$ cat src/rtl/l2switch_pkg.sv
// l2switch_pkg: XGMII constants, 72-bit word helpers and frame-mux state enum.
package l2switch_pkg;
    localparam int WORD_W = 72;
    localparam logic [7:0] XGMII_IDLE  = 8'h07;
    localparam logic [7:0] XGMII_START = 8'hFB;
    localparam logic [7:0] XGMII_TERM  = 8'hFD;
    localparam logic [7:0] XGMII_ERROR = 8'hFE;
    localparam logic [WORD_W-1:0] IDLE_WORD  = {8'hFF, {8{XGMII_IDLE}}};
    localparam logic [WORD_W-1:0] ERROR_WORD = {8'hFF, {8{XGMII_ERROR}}};

    typedef enum logic [1:0] {ST_IDLE, ST_FWD, ST_DRAIN, ST_GAP} state_e;

    // Word layout is {rxc[7:0], rxd[63:0]}; start lives in lane 0 only.
    function automatic logic is_start(input logic [WORD_W-1:0] w);
        return w[64] && (w[7:0] == XGMII_START);
    endfunction

    function automatic logic is_term(input logic [WORD_W-1:0] w);
        logic t;
        t = 1'b0;
        for (int i = 0; i < 8; i++) t = t | (w[64+i] && (w[8*i +: 8] == XGMII_TERM));
        return t;
    endfunction
endpackage

$ cat src/rtl/l2sw_frame_mux_if.sv
// l2sw_frame_mux_if: ingress FIFO heads/pops, egress write port and status of the frame mux.
interface l2sw_frame_mux_if #(parameter int NPORTS = 4);
    import l2switch_pkg::*;
    logic [NPORTS-1:0]        port_en;
    logic [WORD_W*NPORTS-1:0] in_dout;
    logic [NPORTS-1:0]        in_empty;
    logic [NPORTS-1:0]        in_rd_en;
    logic [WORD_W-1:0]        out_din;
    logic                     out_wr_en;
    logic                     out_full;
    logic [2:0]               cur_port;
    logic [31:0]              frame_cnt;
    logic [15:0]              abort_cnt;

    modport master (
        output port_en, in_dout, in_empty, out_full,
        input  in_rd_en, out_din, out_wr_en, cur_port, frame_cnt, abort_cnt
    );
    modport slave (
        input  port_en, in_dout, in_empty, out_full,
        output in_rd_en, out_din, out_wr_en, cur_port, frame_cnt, abort_cnt
    );
endinterface

$ cat src/rtl/l2sw_rr_arbiter.sv
// l2sw_rr_arbiter: round-robin pick of the first requester after the last grant, wrapping at N-1.
module l2sw_rr_arbiter #(parameter int N = 4) (
    input  logic [N-1:0] req_i,
    input  logic [2:0]   last_i,
    output logic [N-1:0] gnt_o,
    output logic         valid_o
);
    logic found;

    always_comb begin
        gnt_o = '0;
        found = 1'b0;
        for (int k = 1; k <= N; k++)
            for (int p = 0; p < N; p++)
                if (!found && req_i[p] && p == (int'(last_i) + k) % N) begin
                    gnt_o[p] = 1'b1;
                    found = 1'b1;
                end
    end

    assign valid_o = found;
endmodule

$ cat src/rtl/l2sw_frame_mux.sv
// l2sw_frame_mux: round-robin N:1 XGMII frame multiplexer with abort on oversize and inter-frame idles.
// Optional statistics counters are built only with L2SW_STATS_EN defined.
module l2sw_frame_mux import l2switch_pkg::*; #(
    parameter int NPORTS    = 4,
    parameter int IDLE_GAP  = 2,
    parameter int MAX_WORDS = 192
) (
    input logic sys_clk,
    input logic sys_rst_n,
    l2sw_frame_mux_if.slave bus
);
    localparam state_e AFTER = (IDLE_GAP == 0) ? ST_IDLE : ST_GAP;

    state_e            state_q, state_d;
    logic [2:0]        cur_q, cur_d;
    logic [9:0]        wcnt_q, wcnt_d;
    logic [3:0]        gap_q, gap_d;
    logic [WORD_W-1:0] head [NPORTS];
    logic [WORD_W-1:0] cur_head;
    logic [NPORTS-1:0] start_v, req, gnt, cur_sel, rd_en;
    logic [2:0]        gnt_idx;
    logic              gnt_v, cur_empty, cur_term, abort_hit, gap_done;
    logic              frame_done, abort_fire, wr_en;
    logic [WORD_W-1:0] din;

    genvar g;
    for (g = 0; g < NPORTS; g++) begin : g_head
        assign head[g]    = bus.in_dout[WORD_W*g +: WORD_W];
        assign start_v[g] = is_start(head[g]);
    end

    assign req = bus.port_en & ~bus.in_empty & start_v;

    l2sw_rr_arbiter #(.N(NPORTS)) u_arb (
        .req_i   (req),
        .last_i  (cur_q),
        .gnt_o   (gnt),
        .valid_o (gnt_v)
    );

    always_comb begin
        gnt_idx   = '0;
        cur_head  = '0;
        cur_empty = 1'b1;
        for (int p = 0; p < NPORTS; p++) begin
            if (gnt[p]) gnt_idx = 3'(p);
            if (cur_q == 3'(p)) begin
                cur_head  = head[p];
                cur_empty = bus.in_empty[p];
            end
        end
    end

    assign cur_sel   = {{(NPORTS-1){1'b0}}, 1'b1} << cur_q;
    assign cur_term  = is_term(cur_head);
    assign abort_hit = (wcnt_q == 10'(MAX_WORDS));
    assign gap_done  = (gap_q == 4'(IDLE_GAP - 1));

    always_ff @(posedge sys_clk or negedge sys_rst_n) begin
        if (!sys_rst_n) begin
            state_q <= ST_IDLE;
            cur_q   <= 3'(NPORTS - 1);
            wcnt_q  <= '0;
            gap_q   <= '0;
        end else begin
            state_q <= state_d;
            cur_q   <= cur_d;
            wcnt_q  <= wcnt_d;
            gap_q   <= gap_d;
        end
    end

    always_comb begin
        state_d    = state_q;
        cur_d      = cur_q;
        wcnt_d     = wcnt_q;
        gap_d      = gap_q;
        frame_done = 1'b0;
        abort_fire = 1'b0;
        case (state_q)
            ST_IDLE: if (gnt_v) begin
                cur_d   = gnt_idx;
                wcnt_d  = '0;
                state_d = ST_FWD;
            end
            ST_FWD: if (abort_hit) begin
                abort_fire = !bus.out_full;
                state_d    = bus.out_full ? ST_FWD : ST_DRAIN;
            end else if (!cur_empty && !bus.out_full) begin
                wcnt_d     = wcnt_q + 10'd1;
                frame_done = cur_term;
                state_d    = cur_term ? AFTER : ST_FWD;
            end
            ST_DRAIN: state_d = (!cur_empty && cur_term) ? AFTER : ST_DRAIN;
            ST_GAP: if (!bus.out_full) begin
                gap_d   = gap_done ? 4'd0 : gap_q + 4'd1;
                state_d = gap_done ? ST_IDLE : ST_GAP;
            end
            default: state_d = ST_IDLE;
        endcase
    end

    // Idle discards: anything at a head that cannot start a forwarded frame is dropped.
    always_comb begin
        rd_en = '0;
        wr_en = 1'b0;
        din   = cur_head;
        case (state_q)
            ST_IDLE:  rd_en = ~bus.in_empty & ~(start_v & bus.port_en);
            ST_FWD: if (abort_hit) begin
                wr_en = !bus.out_full;
                din   = ERROR_WORD;
            end else if (!cur_empty && !bus.out_full) begin
                wr_en = 1'b1;
                rd_en = cur_sel;
            end
            ST_DRAIN: rd_en = cur_empty ? '0 : cur_sel;
            ST_GAP: begin
                wr_en = !bus.out_full;
                din   = IDLE_WORD;
            end
            default: rd_en = '0;
        endcase
    end

    assign bus.in_rd_en  = rd_en & {NPORTS{sys_rst_n}};
    assign bus.out_wr_en = wr_en & sys_rst_n;
    assign bus.out_din   = din;
    assign bus.cur_port  = cur_q;

`ifdef L2SW_STATS_EN
    logic [31:0] frame_q;
    logic [15:0] abort_q;

    always_ff @(posedge sys_clk or negedge sys_rst_n) begin
        if (!sys_rst_n) begin
            frame_q <= '0;
            abort_q <= '0;
        end else begin
            frame_q <= frame_q + 32'(frame_done);
            abort_q <= abort_q + 16'(abort_fire && abort_q != 16'hFFFF);
        end
    end

    assign bus.frame_cnt = frame_q;
    assign bus.abort_cnt = abort_q;
`else
    logic unused_stats;
    assign unused_stats  = frame_done ^ abort_fire;
    assign bus.frame_cnt = '0;
    assign bus.abort_cnt = '0;
`endif
endmodule

$ cat src/flat_wrapper.sv
// flat-port wrapper written by rule: the top's interface ports become plain ports
module l2sw_frame_mux_flat import l2switch_pkg::*;
#(
    parameter int NPORTS    = 4,
    parameter int IDLE_GAP  = 2,
    parameter int MAX_WORDS = 192
)
  (sys_clk, sys_rst_n, bus_port_en, bus_in_dout, bus_in_empty, bus_out_full, bus_in_rd_en, bus_out_din, bus_out_wr_en, bus_cur_port, bus_frame_cnt, bus_abort_cnt);
  l2sw_frame_mux_if #(.NPORTS(NPORTS)) bus_i ();
  input logic sys_clk;
  input logic sys_rst_n;
  input wire logic [$bits(bus_i.port_en)-1:0] bus_port_en;
  input wire logic [$bits(bus_i.in_dout)-1:0] bus_in_dout;
  input wire logic [$bits(bus_i.in_empty)-1:0] bus_in_empty;
  input wire logic [$bits(bus_i.out_full)-1:0] bus_out_full;
  output wire logic [$bits(bus_i.in_rd_en)-1:0] bus_in_rd_en;
  output wire logic [$bits(bus_i.out_din)-1:0] bus_out_din;
  output wire logic [$bits(bus_i.out_wr_en)-1:0] bus_out_wr_en;
  output wire logic [$bits(bus_i.cur_port)-1:0] bus_cur_port;
  output wire logic [$bits(bus_i.frame_cnt)-1:0] bus_frame_cnt;
  output wire logic [$bits(bus_i.abort_cnt)-1:0] bus_abort_cnt;
  assign bus_i.port_en = bus_port_en;
  assign bus_i.in_dout = bus_in_dout;
  assign bus_i.in_empty = bus_in_empty;
  assign bus_i.out_full = bus_out_full;
  assign bus_in_rd_en = bus_i.in_rd_en;
  assign bus_out_din = bus_i.out_din;
  assign bus_out_wr_en = bus_i.out_wr_en;
  assign bus_cur_port = bus_i.cur_port;
  assign bus_frame_cnt = bus_i.frame_cnt;
  assign bus_abort_cnt = bus_i.abort_cnt;
  l2sw_frame_mux #(.NPORTS(NPORTS), .IDLE_GAP(IDLE_GAP), .MAX_WORDS(MAX_WORDS)) u_core (.sys_clk(sys_clk), .sys_rst_n(sys_rst_n), .bus(bus_i));
endmodule
$ cat config.mk
export PLATFORM = sky130hd
export DESIGN_NAME = l2sw_frame_mux_flat
export DESIGN_NICKNAME = d
export VERILOG_FILES = /design/src/rtl/l2switch_pkg.sv /design/src/rtl/l2sw_frame_mux_if.sv /design/src/rtl/l2sw_rr_arbiter.sv /design/src/rtl/l2sw_frame_mux.sv /design/src/flat_wrapper.sv
export SDC_FILE = /design/constraint.sdc
export NUM_CORES = 1
export LEC_CHECK = 0
export CORE_AREA = 5 5 163 165
export DETAILED_ROUTE_END_ITERATION = 10
export DIE_AREA = 0 0 168 170
export PLACE_DENSITY_LB_ADDON = 0.25
export SLEW_MARGIN = 20
export SYNTH_ARGS = -nofsm -noshare
export SYNTH_HDL_FRONTEND = slang
export SYNTH_SLANG_ARGS = --single-unit
export TNS_END_PERCENT = 10
$ cat constraint.sdc
create_clock -name sys_clk -period 3 [get_ports sys_clk]
set_input_delay 0.6 -clock sys_clk [delete_from_list [all_inputs] [get_ports sys_clk]]
set_output_delay 0.6 -clock sys_clk [all_outputs]
set_load 0.01 [all_outputs]
[Word-level counts from Yosys, hierarchy flattened]
Index checks and enable logic that the tools add are counted.
W data, S select, Z words.
Cells by class
  $add $sub $neg: 6
  equal/unequal tests: 37
  shift-type cells: 1
  mux-type cells: 62
  bitwise logic cells: 20
  reduce and logical (&&, ||, !) cells: 77
Operators by type and width (number)
  $mux W72: 5
  $pmux W72 S2: 1
  $logic_not A32 Y1: 4
  $eq A8 B8 Y1 const B: 12
  $logic_and A1 B1 Y1: 45
  $mux W1: 36
  $mux W10: 3
  $eq A3 B3 Y1 const A: 8
  $and A4 B4 Y4: 5
  $pmux W10 S2: 1
  $mux W2: 9
  $logic_not A1 Y1: 17
  $mux W4: 4
  $eq A2 B3 Y1 const A: 4
  $pmux W4 S3: 1
  $add A10 B1 Y10 const B: 1
  $eq A10 B8 Y1 const B: 1
  $eq A2 B2 Y1 const B: 4
  $not A4 Y4: 2
  $pmux W2 S4: 1
  $reduce_or A2 Y1: 4
  $or A1 B1 Y1: 7
  $add A2 B1 Y2 const B: 2
  $add A2 B2 Y2 const B: 2
  17 further kinds: 24
Word-level totals
  register bits: 18
  input bits: 299
  output and inout port bits: 128
  word-level logic and storage cells: 207

[Logic depth before layout (Yosys ltp)]
  depth after elaboration: 68
  mapped depth: 9

[By module]
A second synthesis with hierarchy kept.
Second synthesis, totals
  cells, all modules: 474
  area, all modules: 4187.8 µm²
Modules (own cells, without submodules)
  l2sw_frame_mux: instances 1, cells an instance 455, area an instance 4081.4 µm²
  l2sw_rr_arbiter: instances 1, cells an instance 19, area an instance 106.4 µm²

[Least setup slack after synthesis]
No wires, ideal clock.
  path kind: register to output
  start point: reg u_core.cur_q[0] (netlist: u_core.bus.cur_port[0])
  end point: out bus_in_rd_en[2]
  arrival: 2.099 ns
  data required time: 2.400 ns
  slack: 0.301 ns
  stages on the path, launching flop included: 8
  path through: dfstp_2 > buf_6 > buf_6 > mux4_2 > a21oi_1 > nand2_1 > o32a_1 > nor2_1
On the way
  word-level cells in the longest chain between the ends: 11
  elaborated cells between the ends (all ways): 16
  those cells by class: eq/ne: 3; shift: 1; mux: 8; bitwise: 1; reduce/logical: 3
RTL lines
  start, declared: line l2sw_frame_mux.sv:15  | logic [2:0] cur_q, cur_d;
  start signal, assigned: line l2sw_frame_mux.sv:62  | cur_q <= 3'(NPORTS - 1);
  start signal, assigned: line l2sw_frame_mux.sv:67  | cur_q <= cur_d;
  $logic_not A3 Y1: line l2sw_frame_mux.sv:47  | if (cur_q == 3'(p)) begin
  $mux W1 (4 in series): line l2sw_frame_mux.sv:47
  $logic_not A1 Y1: line l2sw_frame_mux.sv:113  | end else if (!cur_empty && !bus.out_full) begin
  $logic_and A1 B1 Y1: line l2sw_frame_mux.sv:113
  $mux W4: line l2sw_frame_mux.sv:113
  $mux W4: line l2sw_frame_mux.sv:110  | ST_FWD: if (abort_hit) begin
  $pmux W4 S3 (*): line l2sw_frame_mux.sv:108  | case (state_q)
  $and A4 B4 Y4 (*): line l2sw_frame_mux.sv:126  | assign bus.in_rd_en = rd_en & {NPORTS{sys_rst_n}};
  end, declared: line flat_wrapper.sv:16  | output wire logic [$bits(bus_i.in_rd_en)-1:0] bus_in_rd_en;
Every way passes the cells marked *; elsewhere a longest branch is shown, timed or not.

[Worst setup path after layout]
  start point: reg u_core.wcnt_q[8]
  end point: out bus_out_din[52]
On the way
  word-level cells in the longest chain between the ends: 3
RTL lines
  start, declared: line l2sw_frame_mux.sv:16  | logic [9:0] wcnt_q, wcnt_d;
  start signal, assigned: line l2sw_frame_mux.sv:68  | wcnt_q <= wcnt_d;
  $eq A10 B8 Y1: line l2sw_frame_mux.sv:56  | assign abort_hit = (wcnt_q == 10'(MAX_WORDS));
  $mux W72: line l2sw_frame_mux.sv:110
  $pmux W72 S2: line l2sw_frame_mux.sv:108
  end, declared: line flat_wrapper.sv:17  | output wire logic [$bits(bus_i.out_din)-1:0] bus_out_din;
Every way passes these cells.

==> qor.csv <==
metric,value,unit
grt total ovfl,0,
Site Rows,58,
Synth Flop Type,dfrtp_1,
fillers,2596,
CTS Root Cell,clkbuf_16,
"Seq/Total Area, Yosys",0.111,
met1 usage,0.197,
CP arrival,2.39,ns
area grow syn2layout,110,%
vias in the first global route,5490,
most used routing layer,met2,
drt initial violations,246,
final wirelength,25000,um
Synth cell types,43,
hold violation count in the final report,0,
# port buffers,377,
Tcrit/Tclk final,0.997,
Top-Level Pins,427,
GRT met3 Usage,0.0321,
met2 usage,0.294,
RSZ-0062 raised after global routing,yes,
first-pass GRT wire length,35000,um
"Slew Viols, Final",0,
die width,168,um
DRC viols,0,
Hold Slack,0.477,ns
Reg area,460,um2
syn avg cell area,9.02,um2
Clock Tree Buf Depth,2,
CTS sink cnt,18,
DR vias,5214,
Final nets,1158,
Worst-path clk slew,0.05,ns
dpl hpwl,21600,um
"Cell Area, Synth",4080,um2
end-of-flow core utilization,0.345,
status,completed,
post-synthesis cell count,453,
ANT nets after route,0,
Die Y,170,um
Inserted Clock Buffers,3,
DP Area,8440,um2
antenna cells,0,
setup violators final,0,
core area,24900,um2
Die ar.,28600,um2
worst IR drop on VDD,258,uV
cts hold-fix bufs,0,
largest net degree at the start of global routing,50,
most frequent cells in the layout,"302 x clkdlybuf4s50_1, 103 x nor2_1, 73 x mux4_2",
worst skew pair latency,0.25,ns
Final WS setup,0.00778,ns
Pleak,0.00359,uW
layout cells sized above 1,0.185,
initial antenna violation count,1,
drt first pass iters,4,
Max Cap Violations,0,
Initial Util,0.164,
overall routing resource usage,0.159,
warnings from Yosys,0,
slew margin rel.,0.659,
CTS tree,done,
"commonest non-fill, non-tap cell in the layout",clkdlybuf4s50_1,
htree depth,1,
Crit. End Element,primary output,
Synth Register Bits,18,
CP Max Fanout,15,
drt via density,4.40,
Async SR Flop Fraction,1.00,
Pwr Density,247,nW/um2
multi-input logic area,3300,um2
drt wl/cell,21.1,um
Post-synth EDFFs,0,
Fmax,334,MHz
Worst Path Required,2.40,ns
Setup crit start kind,flop,
worst slack at placement,-0.490,ns
clock skew,0.000855,ns
cell area after layout,8590,um2
worst slew pin tran,0.507,ns
Period minus WS final,2.99,ns
Final GP Congestion,0.886,
Hold Crit Class,flop to flop,
setup TNS,0,ns
Setup CP Type,flop to primary output,
critical path, cell delays in order (launching register included):
cell and delay, ns:
dfrtp_1 0.41, nor4bb_2 0.38, and3_1 0.24, and2_4 0.24, buf_8 0.18, nor2_1 0.06, nor2_1 0.08, clkdlybuf4s50_1 0.54
path summary, 6_finish.rpt:
check | slack [ns] | cells past startpoint | from | endpoint
setup / recovery | 0.008 | 7 | u_core.wcnt_q[8] | bus_out_din[52]
hold / removal | 0.48 | 1 | u_core.gap_q[3] | u_core.gap_q[3]
setup reg to reg | 0.15 | 9 | u_core.bus.cur_port[0] | u_core.state_q[0]
hold reg to reg | 0.48 | 1 | u_core.gap_q[3] | u_core.gap_q[3]
max in group asynchronous | 1.93 | 2 | sys_rst_n | u_core.wcnt_q[0]
min in group asynchronous | 0.59 | 1 | sys_rst_n | u_core.state_q[0]
layout make-up:
class	instances	area share
Timing Repair Buffer	434	0.501
Multi-Input combinational cell	393	0.384
Sequential cell	18	0.0536
Tap cell	330	0.0481
Clock buffer	4	0.0103
Inverter	7	0.00306
flip-flops by register name (all words and copies together), names as in the netlist:
name	flops
u_core.wcnt_q	10
u_core.bus.cur_port	2
u_core.gap_q	4
u_core.state_q	2
stage by stage:
stage               total power [uW]  instances
CTS                             2140       1185
floorplan                        936        501
detailed placement              1920       1179
global route                    2280       1186
global placement                1930       1179
finish                          2120       1186
power by group:
| part | leakage, uW | internal (uW) | switching [uW] |
|---|---|---|---|
| Combinational | 0.00332 | 828 | 655 |
| Clock | 0.0000442 | 203 | 91.8 |
| Sequential | 0.000230 | 289 | 52.8 |
| Total | 0.00359 | 1320 | 799 |
layer usage:
layer  up-vias  wire length [um]
met5         -                11
met4         2               285
met3        14              1860
met2       267             13000
met1      2515              9880
li1       2416                 -
logic make-up (layout without fill, tap and decap cells):
logic type / count (synthesis) / count (layout) / share of synthesized area
flops: 18 / 18 / 0.111
xor+xnor: 11 / 11 / 0.0236
mux: 73 / 73 / 0.403
fa+ha+maj: 2 / 2 / 0.00613
simple gates: 233 / 233 / 0.276
buf+inv: 90 / 445 / 0.139
other cells: 1 / 49 / 0.000918
compound gates: 25 / 25 / 0.0404
Yosys cell counts, drive strengths merged, types with 3 or more instances:
cell type  count  share of area
nand2         35          0.032
dfrtp         16          0.098
nand2b         4         0.0061
nor4b          3         0.0064
or3           24          0.037
nor4           6          0.013
o21ai          3         0.0037
nor3          12          0.015
buf           60           0.11
and3           3         0.0046
nor2         107          0.099
nand4b         4         0.0086
a21oi          9          0.011
mux4          73           0.40
nand3          6         0.0074
nor3b          3         0.0055
inv            7         0.0064
xor2           9          0.019
clkbuf        23          0.021
nand4         20          0.031
timing repair:
action | CTS | global route
buffers inserted | 2 | 0
cloned | 0 | 1
setup endpoints to repair | 76 | 55
hold endpoints to repair | 0 | 0
resized for setup | 70 | 57
pin swaps | 1 | 3
Power figures use the tool's default switching activity.
